### src/rtl/timer_countdown_if.sv
// Control and display bus between the keypad/entry path and the countdown engine.
// The master side issues commands and digits; the slave side is the countdown engine.
interface timer_countdown_if;
    logic       load;
    logic [3:0] ld_min_tens;
    logic [3:0] ld_min_ones;
    logic [3:0] ld_sec_tens;
    logic [3:0] ld_sec_ones;
    logic       start;
    logic       stop;
    logic       clear;
    logic       door_closed;
    logic [3:0] min_tens;
    logic [3:0] min_ones;
    logic [3:0] sec_tens;
    logic [3:0] sec_ones;
    logic       running;
    logic       done;
    logic       zero;

    modport master (
        output load, ld_min_tens, ld_min_ones, ld_sec_tens, ld_sec_ones,
        output start, stop, clear, door_closed,
        input  min_tens, min_ones, sec_tens, sec_ones, running, done, zero
    );

    modport slave (
        input  load, ld_min_tens, ld_min_ones, ld_sec_tens, ld_sec_ones,
        input  start, stop, clear, door_closed,
        output min_tens, min_ones, sec_tens, sec_ones, running, done, zero
    );
endinterface

### src/rtl/timer_countdown.sv
// MM:SS BCD countdown engine: loads a time, decrements it once per second while
// the door is shut, pauses/resumes, and pulses done when it reaches 00:00.
module timer_countdown #(
    parameter int TICKS_PER_SEC = 100,
    parameter int PRESC_W       = 7
) (
    input  logic              clk,
    input  logic              reset,
    timer_countdown_if.slave  bus
);

    typedef enum logic [1:0] {
        IDLE  = 2'd0,
        RUN   = 2'd1,
        PAUSE = 2'd2,
        DONE  = 2'd3
    } state_t;

    typedef struct packed {
        logic [3:0] min_tens;
        logic [3:0] min_ones;
        logic [3:0] sec_tens;
        logic [3:0] sec_ones;
    } bcd_time_t;

    localparam logic [PRESC_W-1:0] PRESC_LAST = PRESC_W'(TICKS_PER_SEC - 1);

    state_t             state, state_nxt;
    bcd_time_t          digits, digits_nxt;
    logic [PRESC_W-1:0] presc, presc_nxt;
    logic               zero;
    logic               halt_req;

    // Saturate out-of-range keypad digits so the stored value is always legal BCD time.
    function automatic bcd_time_t clamp_time(input bcd_time_t t);
        bcd_time_t r;
        r = t;
        if (t.min_tens > 4'd9) r.min_tens = 4'd9;
        if (t.min_ones > 4'd9) r.min_ones = 4'd9;
        if (t.sec_tens > 4'd5) r.sec_tens = 4'd5;
        if (t.sec_ones > 4'd9) r.sec_ones = 4'd9;
        return r;
    endfunction

    // One-second decrement with borrow through all four digits; never applied at 00:00.
    function automatic bcd_time_t dec_time(input bcd_time_t t);
        bcd_time_t r;
        r = t;
        if (t.sec_ones != 4'd0) begin
            r.sec_ones = t.sec_ones - 4'd1;
        end else begin
            r.sec_ones = 4'd9;
            if (t.sec_tens != 4'd0) begin
                r.sec_tens = t.sec_tens - 4'd1;
            end else begin
                r.sec_tens = 4'd5;
                if (t.min_ones != 4'd0) begin
                    r.min_ones = t.min_ones - 4'd1;
                end else begin
                    r.min_ones = 4'd9;
                    r.min_tens = t.min_tens - 4'd1;
                end
            end
        end
        return r;
    endfunction

    assign zero     = (digits == '0);
    assign halt_req = bus.stop || !bus.door_closed;

    // NOTE: every signal written here gets a default first, so no path can infer a latch.
    always_comb begin
        state_nxt  = state;
        digits_nxt = digits;
        presc_nxt  = presc;

        if (bus.clear) begin
            state_nxt  = IDLE;
            digits_nxt = '0;
            presc_nxt  = '0;
        end else begin
            unique case (state)
                IDLE, PAUSE: begin
                    if (bus.start && !halt_req && !zero) begin
                        state_nxt = RUN;
                        if (state == IDLE) presc_nxt = '0;
                    end else if (bus.load) begin
                        digits_nxt = clamp_time({bus.ld_min_tens, bus.ld_min_ones,
                                                 bus.ld_sec_tens, bus.ld_sec_ones});
                        presc_nxt  = '0;
                    end
                end
                RUN: begin
                    if (halt_req) begin
                        state_nxt = PAUSE;
                    end else if (presc == PRESC_LAST) begin
                        presc_nxt  = '0;
                        digits_nxt = dec_time(digits);
                        if (dec_time(digits) == '0) state_nxt = DONE;
                    end else begin
                        presc_nxt = presc + 1'b1;
                    end
                end
                DONE: begin
                    state_nxt = IDLE;
                end
                default: begin
                    state_nxt = IDLE;
                end
            endcase
        end
    end

    // NOTE: sequential state uses non-blocking assignments so all registers update together.
    always_ff @(posedge clk) begin
        if (reset) begin
            state  <= IDLE;
            digits <= '0;
            presc  <= '0;
        end else begin
            state  <= state_nxt;
            digits <= digits_nxt;
            presc  <= presc_nxt;
        end
    end

    assign bus.min_tens = digits.min_tens;
    assign bus.min_ones = digits.min_ones;
    assign bus.sec_tens = digits.sec_tens;
    assign bus.sec_ones = digits.sec_ones;
    assign bus.running  = (state == RUN);
    assign bus.done     = (state == DONE);
    assign bus.zero     = zero;

endmodule

### src/flat_wrapper.sv
// flat-port wrapper written by rule: the top's interface ports become plain ports
module timer_countdown_flat 
#(
    parameter int TICKS_PER_SEC = 100,
    parameter int PRESC_W       = 7
)
  (clk, reset, bus_load, bus_ld_min_tens, bus_ld_min_ones, bus_ld_sec_tens, bus_ld_sec_ones, bus_start, bus_stop, bus_clear, bus_door_closed, bus_min_tens, bus_min_ones, bus_sec_tens, bus_sec_ones, bus_running, bus_done, bus_zero);
  timer_countdown_if bus_i ();
  input  logic clk;
  input  logic reset;
  input wire logic [$bits(bus_i.load)-1:0] bus_load;
  input wire logic [$bits(bus_i.ld_min_tens)-1:0] bus_ld_min_tens;
  input wire logic [$bits(bus_i.ld_min_ones)-1:0] bus_ld_min_ones;
  input wire logic [$bits(bus_i.ld_sec_tens)-1:0] bus_ld_sec_tens;
  input wire logic [$bits(bus_i.ld_sec_ones)-1:0] bus_ld_sec_ones;
  input wire logic [$bits(bus_i.start)-1:0] bus_start;
  input wire logic [$bits(bus_i.stop)-1:0] bus_stop;
  input wire logic [$bits(bus_i.clear)-1:0] bus_clear;
  input wire logic [$bits(bus_i.door_closed)-1:0] bus_door_closed;
  output wire logic [$bits(bus_i.min_tens)-1:0] bus_min_tens;
  output wire logic [$bits(bus_i.min_ones)-1:0] bus_min_ones;
  output wire logic [$bits(bus_i.sec_tens)-1:0] bus_sec_tens;
  output wire logic [$bits(bus_i.sec_ones)-1:0] bus_sec_ones;
  output wire logic [$bits(bus_i.running)-1:0] bus_running;
  output wire logic [$bits(bus_i.done)-1:0] bus_done;
  output wire logic [$bits(bus_i.zero)-1:0] bus_zero;
  assign bus_i.load = bus_load;
  assign bus_i.ld_min_tens = bus_ld_min_tens;
  assign bus_i.ld_min_ones = bus_ld_min_ones;
  assign bus_i.ld_sec_tens = bus_ld_sec_tens;
  assign bus_i.ld_sec_ones = bus_ld_sec_ones;
  assign bus_i.start = bus_start;
  assign bus_i.stop = bus_stop;
  assign bus_i.clear = bus_clear;
  assign bus_i.door_closed = bus_door_closed;
  assign bus_min_tens = bus_i.min_tens;
  assign bus_min_ones = bus_i.min_ones;
  assign bus_sec_tens = bus_i.sec_tens;
  assign bus_sec_ones = bus_i.sec_ones;
  assign bus_running = bus_i.running;
  assign bus_done = bus_i.done;
  assign bus_zero = bus_i.zero;
  timer_countdown #(.TICKS_PER_SEC(TICKS_PER_SEC), .PRESC_W(PRESC_W)) u_core (.clk(clk), .reset(reset), .bus(bus_i));
endmodule
### config.mk
export PLATFORM = sky130hd
export DESIGN_NAME = timer_countdown_flat
export DESIGN_NICKNAME = d
export VERILOG_FILES = /design/src/rtl/timer_countdown_if.sv /design/src/rtl/timer_countdown.sv /design/src/flat_wrapper.sv
export SDC_FILE = /design/constraint.sdc
export NUM_CORES = 1
export LEC_CHECK = 0
export ABC_AREA = 1
export CAP_MARGIN = 20
export CORE_UTILIZATION = 54
export CTS_CLUSTER_SIZE = 12
export DETAILED_ROUTE_END_ITERATION = 10
export DONT_BUFFER_PORTS = 1
export PLACE_DENSITY_LB_ADDON = 0.25
export SLEW_MARGIN = 10
export SYNTH_ARGS = -nofsm -noshare
export SYNTH_HDL_FRONTEND = slang
export SYNTH_SLANG_ARGS = --single-unit
### constraint.sdc
create_clock -name clk -period 1.9 [get_ports clk]
set_input_delay 0.38 -clock clk [delete_from_list [all_inputs] [get_ports clk]]
set_output_delay 0.38 -clock clk [all_outputs]
set_load 0.05 [all_outputs]
==> results_dict.tcl <==
set metrics [dict create \
    outcome "finished, final reports clean" \
    ys_top_cells_by_area "dfxtp_1 28%, nand2_1 12%, nor2_1 8.3%" \
    synth-simple-area-share_pct 35.02 \
    drc 0 \
    finClkSkew_ps 16.34 \
    path_max_fanout 4 \
    synth_top_family_by_area "simple AND/OR/NAND/NOR gates" \
    hpwl_mm 3.331 \
    gp_congestion 0.8634 \
    synthFlopType "dfxtp_1" \
    row_count 20 \
    r2r_setup_slack_ps 80 \
    yosys_warnings 0 \
    ir_drop_mv 0.3511 \
    io_buffers 0 \
    start_util_pct 57.11 \
    die_y_um 59.06 \
    drt_iter0_markers 94 \
    numClockSinks 25 \
    grt.total_usage_pct 26.73 \
    r2r_cells 12 \
    grt_first_pass_wirelength_mm 7.134 \
    area_delta_synth_final_pct 24.56 \
    r2r_start "u_core.presc[1]$_SDFFE_PP0P_" \
    synth_compound_area_share_pct 19.72 \
    crit_type "flip-flop to output pin" \
    worstPathRequired_ps 1520 \
    post_drt_wl_per_cell_um 13.05 \
    yosysSeqAreaShare_pct 28.47 \
    routed_wl_mm 4.593 \
    crit_slowest_cell "dfxtp_2" \
    start_kind "flip-flop" \
    ys_seq_elements 25 \
    overflow 0 \
    grt_pass1_vias 1605 \
    p_leak_nw 0.9895 \
    holdPathEnd "u_core.bus.min_ones[3]$_SDFFE_PP0P_" \
    hold_class "input pin to flip-flop" \
    hold_ws_ps 218.7 \
    synth_top_cell_area_share_pct 28.47 \
    worstPathCellList "inv_1 -> ha_1 -> nand3_2 -> nor2_4 -> buf_12" \
    ys_types 39 \
    n_antenna_cell 0 \
    period_share_pct 97.97 \
    ios 42 \
    worstMarginPinSlew_ps 422.0 \
    grt_start_max_net_pins 18 \
    worstReg2RegEnd "u_core.bus.sec_tens[0]$_SDFFE_PP0P_" \
    clk_pin_slew_ps 150 \
    synth_xor_area_share_pct 3.488 \
    post-place-ws_ps -9.880 \
    netlist_area_um2 1758 \
    num_vias 1862 \
    slew_viol_final 0 \
    root_buffer "clkbuf_4" \
    synthAdderAreaFrac_pct 2.135 \
    syn_area_per_cell_um2 6.487 \
    worst_slack_ps 38.66 \
    die_area_um2 3487 \
    critPathCaptureType "output pin" \
    synth_most_common_cell "nand2_1" \
    hold_depth 2 \
    numCtsBuffers 3 \
    hold_viol 0 \
    synth_edf_count 0 \
    synth_mux_area_share_pct 0 \
    synthTopCellsByCount "57 x nand2_1, 39 x nor2_1, 34 x inv_1, 27 x a21oi_1, 25 x dfxtp_1" \
    clk_latency_ps 340 \
    setup_viol_count_final 0 \
    grt_antenna_before_repair 0 \
    drtAntennaViolNets 0 \
    powerDensity_nw_per_um2 608.4 \
    crit_arrival_ps 1480 \
    core_area_um2 3078 \
    slew-limit-headroom_pct 71.84 \
    n_fill_cell 255 \
    timing.setup.tns_ps 0 \
    drv_cap 0 \
    h-tree-depth 1 \
    drive_gt1_share_pct 26.95 \
    min_period_ps 1861 \
    yosys.area.top_type "dfxtp_1" \
    firstDrtPassIters 4 \
    detail_route.vias_per_cell 5.290 \
    min-delay-start "bus_ld_min_ones[3]" \
    syn-instance-count 271 \
    clk_path_buf_depth 2 \
    synthesis.nets 297 \
    synthArstFlopShare_pct 0 \
    slowest_delay_ps 350 \
    fp.dieW_um 59.06 \
    fmax_mhz 537.2 \
    finalNetCount 335 \
    tritoncts "done" \
]
[how the worst max path moves through the flow]
| stage | from | to | slack [ps] | depth (start not counted) |
|---|---|---|---|---|
| 6_report | u_core.bus.min_tens[1]$_SDFFE_PP0P_ | bus_zero | 40 | 5 |
| 5_1_grt | u_core.bus.min_tens[1]$_SDFFE_PP0P_ | bus_zero | -30 | 5 |
| 4_1_cts | u_core.bus.min_tens[1]$_SDFFE_PP0P_ | bus_zero | -0.2 | 5 |
| 3_5_place_dp | u_core.presc[1]$_SDFFE_PP0P_ | u_core.bus.min_ones[2]$_SDFFE_PP0P_ | -10 | 12 |
| 3_3_place_gp | u_core.presc[0]$_SDFFE_PP0P_ | u_core.bus.min_ones[2]$_SDFFE_PP0P_ | 90 | 12 |
| 2_1_floorplan | u_core.bus.min_ones[2]$_SDFFE_PP0P_ | u_core.bus.min_tens[2]$_SDFFE_PP0P_ | 6 | 12 |
[what timing repair did]
action | in CTS | in global routing
buffers inserted | 2 | 8
setup endpoints to repair | 3 | 19
pin swaps | 3 | 7
hold buffers | 0 | 0
gates resized for setup | 7 | 17
cloned | 0 | 1
[layout make-up]
class / count / area (um^2) / area share (%)
flip-flops and latches: 25 / 521.8 / 23.83
inverters: 38 / 156.4 / 7.143
clock inverters: 1 / 7.507 / 0.3429
clock buffers: 3 / 22.52 / 1.029
well taps: 44 / 55.05 / 2.514
repair buffers: 38 / 305.3 / 13.94
repair inverters: 1 / 8.758 / 0.4000
multi-input cells: 202 / 1112 / 50.80
[stage by stage]
stage                     cell area [um^2]  util (%)  std cells  total power [mW]
after floorplan                       1775         -        271            0.9169
after global placement                2003     65.08        337             1.016
after detailed placement              2003     65.08        337             1.024
after CTS                             2061     66.95        343             1.284
after global routing                  2190     71.14        352             1.405
final                                 2190     71.14        352             1.332
[worst max-delay path: cells and delay by family (launching register included)]
family / cells / cell delay, ps
and+or+nand+nor: 2 / 340
DFF: 1 / 350
adders and majority gates: 1 / 200
buffers and inverters: 2 / 250
[kinds of logic after synthesis]
logic type / Yosys count
AOI/OAI and AO/OA: 60
DFF: 25
buffers and inverters: 44
adders and majority gates: 3
and+or+nand+nor: 132
xor gates and xnor gates: 7
[flip-flops by register name, summed over array words and instances (netlist names)]
signal	cells
u_core.presc	7
u_core.bus.min_ones	4
u_core.bus.min_tens	4
u_core.bus.sec_ones	4
u_core.bus.sec_tens	4
u_core.state	2
[layout by cell type (no fill, tap or decap), drive strengths merged, types with 4 or more instances in the layout]
cell,instances
nand2,61
nor2,44
buf,38
inv,36
a21oi,27
dfxtp,25
o21ai,21
nand3,16
xor2,6
nand4,4
[power by group]
group / switching (mW) / internal (mW) / total [mW]
combinational: 0.327 / 0.185 / 0.512
clock: 0.174 / 0.0807 / 0.255
sequential: 0.0178 / 0.547 / 0.565
[per-layer routing]
layer / GRT usage (%) / part of all wire, %
met4: 7.483 / 1.2
met1: 36.94 / 46
met5: 0 / 0
met2: 43.18 / 46
met3: 4.148 / 6.7
(Power assumes the default switching activity.)
